<file path="config.mk">
export PLATFORM = sky130hd
export DESIGN_NAME = cpu_run_ctrl
export DESIGN_NICKNAME = d
export VERILOG_FILES = /design/src/rtl/cpu_run_ctrl.sv
export SDC_FILE = /design/constraint.sdc
export NUM_CORES = 1
export LEC_CHECK = 0
export CORE_MARGIN = 2
export CORE_UTILIZATION = 50
export CTS_BUF_LIST = sky130_fd_sc_hd__clkbuf_4 sky130_fd_sc_hd__clkbuf_8
export CTS_CLUSTER_DIAMETER = 200
export DETAILED_ROUTE_END_ITERATION = 10
export PLACE_DENSITY = 0.78
export SYNTH_ARGS = -nofsm -noshare
export SYNTH_HDL_FRONTEND = slang
export SYNTH_SLANG_ARGS = --single-unit
</file>
<file path="constraint.sdc">
create_clock -name clk -period 2.4 [get_ports clk]
set_input_delay 0.36 -clock clk [delete_from_list [all_inputs] [get_ports clk]]
set_output_delay 0.36 -clock clk [all_outputs]
set_load 0.1 [all_outputs]
</file>
<file path="src/rtl/cpu_run_ctrl.sv">
`default_nettype none
`timescale 1ns/1ps
// ============================================================================
//  Module   : cpu_run_ctrl
//  Purpose  : Run/step/breakpoint sequencer driving the PIC10 core clock enable.
//  Revision : 1.0  initial release
// ============================================================================
module cpu_run_ctrl #(
    parameter int DEBOUNCE_CYCLES = 500000,
    parameter int PC_W            = 9,
    parameter int CNT_W           = 16
) (
    input  logic             clk,
    input  logic             rst,
    input  logic             run_sw,
    input  logic             step_key_n,
    input  logic             bp_en,
    input  logic [PC_W-1:0]  bp_addr,
    input  logic [PC_W-1:0]  pc,
    input  logic             instr_done,
    input  logic             cnt_clr,
    output logic             cpu_ce,
    output logic [1:0]       state_o,
    output logic             break_hit,
    output logic [CNT_W-1:0] instr_count
);

    localparam logic [1:0] c_HALT  = 2'b00;
    localparam logic [1:0] c_RUN   = 2'b01;
    localparam logic [1:0] c_STEP  = 2'b10;
    localparam logic [1:0] c_BREAK = 2'b11;

    localparam int                c_DB_W    = (DEBOUNCE_CYCLES > 1) ? $clog2(DEBOUNCE_CYCLES) : 1;
    localparam logic [c_DB_W-1:0] c_DB_LAST = c_DB_W'(DEBOUNCE_CYCLES - 1);

    logic              r_run_meta;
    logic              r_run_s;
    logic              r_key_meta;
    logic              r_key_s;
    logic              r_key_db;
    logic              r_key_db_d;
    logic [c_DB_W-1:0] r_db_cnt;
    logic [1:0]        r_state;
    logic [1:0]        w_state_next;
    logic              r_break_hit;
    logic [CNT_W-1:0]  r_instr_count;
    logic              w_step_req;
    logic              w_done;
    logic              w_match;

    always_ff @(posedge clk or posedge rst) begin
        if (rst) begin
            r_run_meta <= 1'b0;
            r_run_s    <= 1'b0;
            r_key_meta <= 1'b1;
            r_key_s    <= 1'b1;
        end else begin
            r_run_meta <= run_sw;
            r_run_s    <= r_run_meta;
            r_key_meta <= step_key_n;
            r_key_s    <= r_key_meta;
        end
    end

    // Counter restarts whenever the synced key agrees with the accepted level,
    // so any bounce back restarts the stability window from zero.
    always_ff @(posedge clk or posedge rst) begin
        if (rst) begin
            r_db_cnt   <= '0;
            r_key_db   <= 1'b1;
            r_key_db_d <= 1'b1;
        end else begin
            r_key_db_d <= r_key_db;
            if (r_key_s == r_key_db) begin
                r_db_cnt <= '0;
            end else if (r_db_cnt == c_DB_LAST) begin
                r_key_db <= r_key_s;
                r_db_cnt <= '0;
            end else begin
                r_db_cnt <= r_db_cnt + c_DB_W'(1);
            end
        end
    end

    assign w_step_req = r_key_db_d & ~r_key_db;
    assign w_done     = instr_done & cpu_ce;
    assign w_match    = bp_en & (pc == bp_addr);

    always_ff @(posedge clk or posedge rst) begin
        if (rst) begin
            r_state <= c_HALT;
        end else begin
            r_state <= w_state_next;
        end
    end

    always_comb begin
        w_state_next = r_state;
        case (r_state)
            c_HALT: begin
                if (r_run_s) begin
                    w_state_next = c_RUN;
                end else if (w_step_req) begin
                    w_state_next = c_STEP;
                end
            end
            c_RUN: begin
                if (w_done && w_match) begin
                    w_state_next = c_BREAK;
                end else if (w_done && !r_run_s) begin
                    w_state_next = c_HALT;
                end
            end
            c_STEP: begin
                if (w_done) begin
                    w_state_next = c_HALT;
                end
            end
            c_BREAK: begin
                if (w_step_req) begin
                    w_state_next = c_STEP;
                end else if (!r_run_s) begin
                    w_state_next = c_HALT;
                end
            end
            default: w_state_next = c_HALT;
        endcase
    end

    always_ff @(posedge clk or posedge rst) begin
        if (rst) begin
            r_break_hit <= 1'b0;
        end else begin
            r_break_hit <= (w_state_next == c_BREAK) && (r_state != c_BREAK);
        end
    end

    always_ff @(posedge clk or posedge rst) begin
        if (rst) begin
            r_instr_count <= '0;
        end else if (cnt_clr) begin
            r_instr_count <= '0;
        end else if (w_done) begin
            r_instr_count <= r_instr_count + CNT_W'(1);
        end
    end

    // Decoded straight from the state flops so reset removes the enable immediately.
    assign cpu_ce      = (r_state == c_RUN) || (r_state == c_STEP);
    assign state_o     = r_state;
    assign break_hit   = r_break_hit;
    assign instr_count = r_instr_count;

endmodule
`default_nettype wire

</file>
After elaboration in Yosys (flattened, before gate mapping). Cells that the tools add are included. W data, S select, Z words.

Add/sub/neg operators: 2. Equal/unequal tests: 8. Mux-type cells: 12. Bitwise operators: 5. Reductions and logical operators: 8.

Operators by type and width (number): $mux W19 (2); $mux W16 (2); $add A19 B1 Y19 const B (1); $eq A19 B19 Y1 const B (1); $add A16 B1 Y16 const B (1); $mux W2 (7); $eq A9 B9 Y1 (1); $pmux W2 S4 (1); $eq A2 B2 Y1 const B (3); $and A1 B1 Y1 (3); $logic_and A1 B1 Y1 (3); $eq A2 B1 Y1 const B (1); $logic_not A2 Y1 (1); $ne A2 B2 Y1 const B (1); $not A1 Y1 (2); $reduce_and A2 Y1 (1); $reduce_bool A2 Y1 (1); $eq A1 B1 Y1 (1); $logic_not A1 Y1 (1); $logic_or A1 B1 Y1 (1).

Register bits: 44. Input port bits: 25. Logic and storage cells: 45.

Depth between registers and ports, before layout. Gate-level depths: netlist (run 1).

Depth in word-level cells: 9. Depth in mapped cells: 7. Gate-level depth less buffers: 7.

Worst setup path before layout (run 1). OpenSTA, ideal clock, no wires.

Path kind: register to register. Start point: register r_state[0] (netlist: state_o[0]). End point: register r_instr_count[15] (netlist: instr_count[15]). Data arrival time: 3261 ps. Setup slack: -993 ps. Cell stages (with the launch flop): 8. Path buffers: 0. Clock period less this slack: 3393 ps. Path through: dfrtp_1 inv_1 ha_1 and4_1 nand4_4 nor4_1 xnor2_1 nor2_1.

Cells in the longest elaborated chain, start to end: 4. Elaborated cells between the ends (all ways): 5.

RTL lines: start: declaration (RTL line 43) `logic [1:0] r_state;`; start signal: assignment (RTL line 91) `r_state <= c_HALT;`; start signal: assignment (RTL line 93) `r_state <= w_state_next;`; $eq A2 B1 Y1 or $eq A2 B2 Y1 (tied branches) (RTL line 149) `assign cpu_ce = (r_state == c_RUN) || (r_state == c_STEP);`; $logic_or A1 B1 Y1 (*) (RTL line 149); via cpu_ce (RTL line 22) `output logic cpu_ce,`; $and A1 B1 Y1 (*) (RTL line 86) `assign w_done = instr_done & cpu_ce;`; $reduce_bool A2 Y1 (no source line) (*); end signal: assignment (RTL line 144) `r_instr_count <= r_instr_count + CNT_W'(1);`; end: declaration (RTL line 46) `logic [CNT_W-1:0] r_instr_count;`.

Mark *: on every way through the listed nets, which the timed path passes. The rest lies on a longest branch. A chain may end at the register's enable or synchronous reset.

Final worst setup path (run 1).
Start point: register r_state[0] (netlist: state_o[0]). End point: register r_instr_count[15] (netlist: instr_count[15]).

Cells in the longest elaborated chain, start to end: 4. Elaborated cells between the ends (all ways): 5.

RTL lines (RTL line): $eq A2 B1 Y1 or $eq A2 B2 Y1 (tied branches) (149); $logic_or A1 B1 Y1 (*) (149); $and A1 B1 Y1 (*) (86); $reduce_bool A2 Y1 (no source line) (*).

Every way passes the cells marked *; elsewhere a longest branch is shown, timed or not.

==> results.py, run 1 <==
metrics = {
    "run_status": {
        "status": "completed",
    },
    "power": {
        "powerDensity_nw_per_um2": 654,
        "peakVddDrop_mv": 0.591,
        "p_leak_nw": 1.21,
    },
    "worst_setup_path": {
        "crit_buf_inv": 1,
        "crit_arrival_ns": 2.10,
        "critPathKind": "register to register",
        "cp_top_family": "simple AND/OR/NAND/NOR gates",
        "startpoint_type": "register",
        "cpMaxStageDelayCell": "dfrtp_4",
        "endpoint_kind": "register",
        "cp_max_fo": 10,
        "crit_chain": "inv_1, ha_4, and4_4, nand4_4, nor4_2, xnor2_1, nor2_1",
        "cp.required_ns": 2.56,
        "max_stage_delay_ns": 0.48,
    },
    "cts": {
        "tritoncts": "built",
        "path_clk_slew_ns": 0.08,
        "ctsHoldBuffers": 0,
        "cts_buffer_depth": 2,
        "cts_htree_levels": 2,
        "clock_latency_ns": 0.29,
        "cts_setup_buffers": 0,
        "cts_buffers": 5,
        "clockRootBuffer": "clkbuf_8",
        "cts.sinks": 44,
        "ctsResizeCount": 0,
    },
    "grt": {
        "grt_max_degree": 19,
        "grt_usage": 0.188,
        "first_global_vias": 1753,
        "grt.overflow.total": 0,
        "antenna_found_initial": 0,
        "grt_first_pass_wirelength_um": 7630,
    },
    "finish": {
        "multi_input_comb_area_um2": 1160,
        "drive_gt1_frac": 0.171,
        "final_cell_mix": "dfrtp_1, nor2_1, xnor2_1",
        "nets": 317,
        "synthToLayoutAreaGrowth_pct": 25.3,
        "stdcell_count": 339,
        "regArea_um2": 1110,
        "fill_cells": 363,
        "antennaDiodeCount": 0,
        "layout_commonest_cell": "dfrtp_1",
    },
    "floorplanning": {
        "fp-row-count": 24,
        "die_w_um": 71.9,
        "die-area_um2": 5180,
        "initial_core_util": 0.523,
        "io_pins": 45,
        "coreArea_um2": 4410,
        "die_h_um": 71.9,
    },
    "timing": {
        "skew_ns": 0.00986,
        "setup_viol": 0,
        "fmax_mhz": 514,
        "setup_tns_ns": 0,
        "slew_viol_final": 0,
        "hold_viol_final": 0,
        "rsz0062_at_grt": "no",
        "fin_crit_sh": 0.810,
        "slew_headroom": 0.609,
        "period_needed_ns": 1.94,
        "max_slew.worst_pin.slew_ns": 0.584,
    },
    "drt": {
        "viasPerCell": 5.33,
        "wl_per_cell_um": 12.9,
        "wl_um": 4360,
        "via_count": 1806,
        "drt-pass1-iter-count": 4,
        "postRouteAntennaNets": 0,
        "drc_errors": 0,
        "first_iter_violations": 44,
    },
    "yosys": {
        "synth-async-reset-ratio": 1.00,
        "syn_area_per_cell_um2": 9.74,
        "ys.flop_type": "dfrtp_1",
        "synth_edf_count": 0,
        "ys_seq_area_frac": 0.479,
        "yosysUniqueCellTypes": 39,
        "ys_ff_latch": 44,
        "syn_inst": 237,
        "synthesis.nets": 268,
        "yosysWarnings": 0,
        "syn_area_um2": 2310,
    },
    "placed_design": {
        "place.gp.congestion": 0.810,
        "numPortBuffers": 44,
        "dp_hpwl_um": 3320,
        "place_inst": 331,
    },
    "worst_hold_path": {
        "hp-class": "register to register",
    },
    "job": {
        "maxCapViolCount": 0,
    },
}
-- flip-flops by register name (all words and copies together) (netlist names) --
signal	cells
state_o	2
r_key_meta	1
r_key_s	1
r_run_s	1
r_db_cnt	19
instr_count	16
r_key_db_d	1
break_hit	1
r_key_db	1
r_run_meta	1
-- worst register-to-register path: stages, from the launching register on --
cell and delay, ns:
dfrtp_4 0.48, inv_1 0.10, ha_4 0.29, and4_4 0.26, nand4_4 0.16, nor4_2 0.33
xnor2_1 0.15, nor2_1 0.05
-- cell usage after synthesis (all sizes together) (2+ instances only) --
cell,number,share of area
and4,4,0.016
nand3,11,0.024
xnor2,26,0.099
dfstp,4,0.046
nand4,9,0.031
buf,3,0.011
nor3,9,0.020
inv,8,0.013
a21oi,8,0.017
ha,6,0.033
dfrtp,40,0.43
nor2,36,0.061
nand2b,2,0.0054
nor4,4,0.017
nor2b,2,0.0054
clkbuf,2,0.0033
o21ai,9,0.020
xor2,11,0.042
nand2,23,0.037
or3,6,0.016
-- where the power goes --
group	total (mW)	switching [mW]	internal, mW
registers	0.819	0.0462	0.772
clock network	0.557	0.237	0.320
logic	0.517	0.345	0.173
-- metrics by stage --
stage	cell area (µm²)	total power, mW	hold WS, ns	setup slack [ns]	utilization
floorplan	2340	1.22	0.331	0.00312	-
global placement	2780	1.34	0.333	0.457	0.630
detailed placement	2780	1.35	0.349	0.440	0.630
CTS	2890	1.91	0.365	0.454	0.655
global route	2890	1.99	0.370	0.341	0.655
finish	2890	1.89	0.360	0.456	0.655
-- per-layer routing --
metal	routed length, µm	share of wire	vias to the layer above	GRT usage
li1	-	-	906	-
met1	2030	0.47	861	0.239
met2	2070	0.47	35	0.312
met3	218	0.050	4	0.0556
met4	43	0.0099	0	0.0566
met5	0	0	-	0
-- logic make-up (layout without fill, tap and decap cells) --
| group | Yosys count | count (layout) | share of synthesized area |
|---|---|---|---|
| mux | 1 | 1 | 0.00488 |
| simple gates | 111 | 111 | 0.250 |
| fa+ha+maj | 6 | 6 | 0.0325 |
| buf+inv | 13 | 63 | 0.0276 |
| compound gates | 25 | 25 | 0.0650 |
| xor+xnor | 37 | 37 | 0.140 |
| flops | 44 | 44 | 0.479 |
-- final timing paths --
| path | slack [ns] | cells after the start | from | to |
|---|---|---|---|---|
| max in group asynchronous | 1.42 | 3 | rst | r_db_cnt[8] |
| setup / recovery | 0.46 | 7 | state_o[0] | instr_count[15] |
| min in group asynchronous | 0.39 | 2 | rst | instr_count[4] |
| hold / removal | 0.36 | 0 | r_run_meta | r_run_s |
| hold reg to reg | 0.36 | 0 | r_run_meta | r_run_s |
| setup reg to reg | 0.46 | 7 | state_o[0] | instr_count[15] |
-- final cells by class --
class,instances,share of cell area
clock buffer,6,0.0264
clock inverter,2,0.0121
inverter,8,0.0104
multi-input combinational,180,0.401
sequential,44,0.385
tap,52,0.0225
timing repair buffer,47,0.143
Power figures use the tool's default switching activity.
==> inputs of run 2 (changes only) <==
--- a/config.mk
+++ b/config.mk
@@ -6,7 +6,7 @@
 export NUM_CORES = 1
 export LEC_CHECK = 0
 export CORE_MARGIN = 2
-export CORE_UTILIZATION = 50
+export CORE_UTILIZATION = 48
 export CTS_BUF_LIST = sky130_fd_sc_hd__clkbuf_4 sky130_fd_sc_hd__clkbuf_8
 export CTS_CLUSTER_DIAMETER = 200
 export DETAILED_ROUTE_END_ITERATION = 10
==> constraint.sdc (replaced) <==
create_clock -name clk -period 1.7 [get_ports clk]
set_input_delay 0.255 -clock clk [delete_from_list [all_inputs] [get_ports clk]]
set_output_delay 0.255 -clock clk [all_outputs]
set_load 0.1 [all_outputs]
==> run 2 against run 1 <==
Net effect: the flow now finishes with violations (setup timing); critical path depth decreased by 1; setup slack got worse by 0.53 ns; global-route usage increased by 2.9 points; final cell count up 8.0%; die area is 3.9% higher; clock power is 51% higher.
==> results.py, run 2 (synthesis gave the netlist of run 1 again) <==
metrics = {
    "cts": {
        "cts.sinks": 44,
        "cts_htree_levels": 2,
        "path_clk_slew_ns": 0.10,
        "cts_buffer_depth": 2,
        "tritoncts": "built",
        "ctsHoldBuffers": 0,
        "clockRootBuffer": "clkbuf_8",
        "cts_buffers": 5,
        "clock_latency_ns": 0.31,
    },
    "worst_setup_path": {
        "crit_arrival_ns": 2.01,
        "max_stage_delay_ns": 0.43,
        "cpMaxStageDelayCell": "dfrtp_4",
        "cp_max_fo": 8,
        "path_depth": 6,
        "cp.required_ns": 1.94,
        "critPathKind": "register to register",
        "cp_top_family": "simple AND/OR/NAND/NOR gates",
        "endpoint_kind": "register",
        "startpoint_type": "register",
        "crit_chain": "inv_4, ha_4, and4_4, nand4_4, or3_1, a21oi_1",
        "crit_buf_inv": 1,
        "r2r_cells": 6,
    },
    "grt": {
        "grt_usage": 0.216,
        "grt_max_degree": 27,
        "grt_first_pass_wirelength_um": 8980,
        "grt.overflow.total": 0,
        "antenna_found_initial": 0,
        "first_global_vias": 2034,
    },
    "drt": {
        "wl_per_cell_um": 14.4,
        "first_iter_violations": 96,
        "drc_errors": 0,
        "via_count": 1964,
        "viasPerCell": 5.37,
        "postRouteAntennaNets": 0,
        "drt-pass1-iter-count": 4,
        "wl_um": 5280,
    },
    "placed_design": {
        "placed_area_um2": 3260,
        "place.gp.congestion": 0.900,
        "place_inst": 357,
        "numPortBuffers": 44,
        "dp_hpwl_um": 3990,
        "preCtsSetupSlack_ns": -0.0727,
    },
    "floorplanning": {
        "fp-row-count": 25,
        "io_pins": 45,
        "die_w_um": 73.4,
        "initial_core_util": 0.492,
        "die_h_um": 73.4,
        "coreArea_um2": 4690,
        "die-area_um2": 5380,
    },
    "timing": {
        "fin_crit_sh": 1.04,
        "fmax_mhz": 565,
        "skew_ns": 0.0151,
        "slew_viol_final": 0,
        "timing.final.ws_setup_ns": -0.0712,
        "rsz0062_at_grt": "yes",
        "slew_headroom": 0.740,
        "period_needed_ns": 1.77,
        "setup_viol": 4,
        "hold_ws_ns": 0.217,
        "max_slew.worst_pin.slew_ns": 0.390,
        "hold_viol_final": 0,
    },
    "power": {
        "powerDensity_nw_per_um2": 866,
        "peakVddDrop_mv": 0.766,
        "p_leak_nw": 1.43,
        "design_power_total_mw": 2.99,
    },
    "run_status": {
        "violations": "setup timing",
        "status": "complete, but fails checks",
    },
    "finish": {
        "layout_commonest_cell": "dfrtp_1",
        "largest_register_ffs": 19,
        "fill_cells": 323,
        "antennaDiodeCount": 0,
        "final_cell_mix": "dfrtp_1, nor2_1, xnor2_1, buf_4, clkdlybuf4s50_1",
        "drive_gt1_frac": 0.279,
        "largest_register": "r_db_cnt",
        "stdcell_count": 366,
        "final_area_um2": 3460,
        "multi_input_comb_area_um2": 1250,
        "nets": 342,
        "synthToLayoutAreaGrowth_pct": 49.7,
        "regArea_um2": 1110,
    },
    "job": {
        "maxCapViolCount": 0,
    },
    "worst_hold_path": {
        "hp-class": "input port to async pin",
    },
}
run 2: changes by cell type in the layout (fill, tap and decap cells not counted), sizes merged:
cell      previous run  this run
clkinvlp             0         1
clkinv               1         0
inv                  8         9
buf                 23        48
clkbuf               6         5
run 2: final timing paths:
check | from | endpoint | slack, ns
max reg2reg | state_o[1] | instr_count[7] | -0.07
min | rst | instr_count[15] | 0.22
max | state_o[1] | instr_count[7] | -0.07
max in group asynchronous | rst | r_key_db | 0.93
min reg2reg | r_run_meta | r_run_s | 0.36
min in group clk | step_key_n | r_key_meta | 0.35
run 2: what timing repair did:
| action | in CTS | in global routing |
|---|---|---|
| hold endpoints to repair | 0 | 0 |
| setup buffers | 1 | 0 |
| endpoints found under the setup margin | 10 | 17 |
| resized for setup | 4 | 10 |
| pin swaps | 4 | 5 |
run 2: routing by layer:
metal | track usage | wire (µm) | up-vias
li1 | - | - | 959
met1 | 0.260 | 2240 | 937
met2 | 0.379 | 2750 | 58
met3 | 0.0508 | 214 | 10
met4 | 0.0768 | 74 | 0
met5 | 0 | 0 | -
run 2: area by class of cell:
cell class | instances | area share
clock buffer | 5 | 0.0199
clock inverter | 3 | 0.0134
inverter | 8 | 0.0101
multi-input combinational | 180 | 0.361
sequential | 44 | 0.323
tap | 54 | 0.0196
timing repair buffer | 72 | 0.253
run 2: where the power goes:
group	total (mW)	switching, mW	internal [mW]
clock network	0.843	0.400	0.443
registers	1.12	0.0313	1.09
logic	1.03	0.592	0.436
total	2.99	1.02	1.97
run 2: through the flow:
step / util / setup TNS (ns)
after global placement: 0.695 / -0.0238
after detailed placement: 0.695 / -0.427
after global routing: 0.737 / -1.09
after CTS: 0.724 / -0.198
after floorplan: - / -6.61
final: 0.737 / -0.145
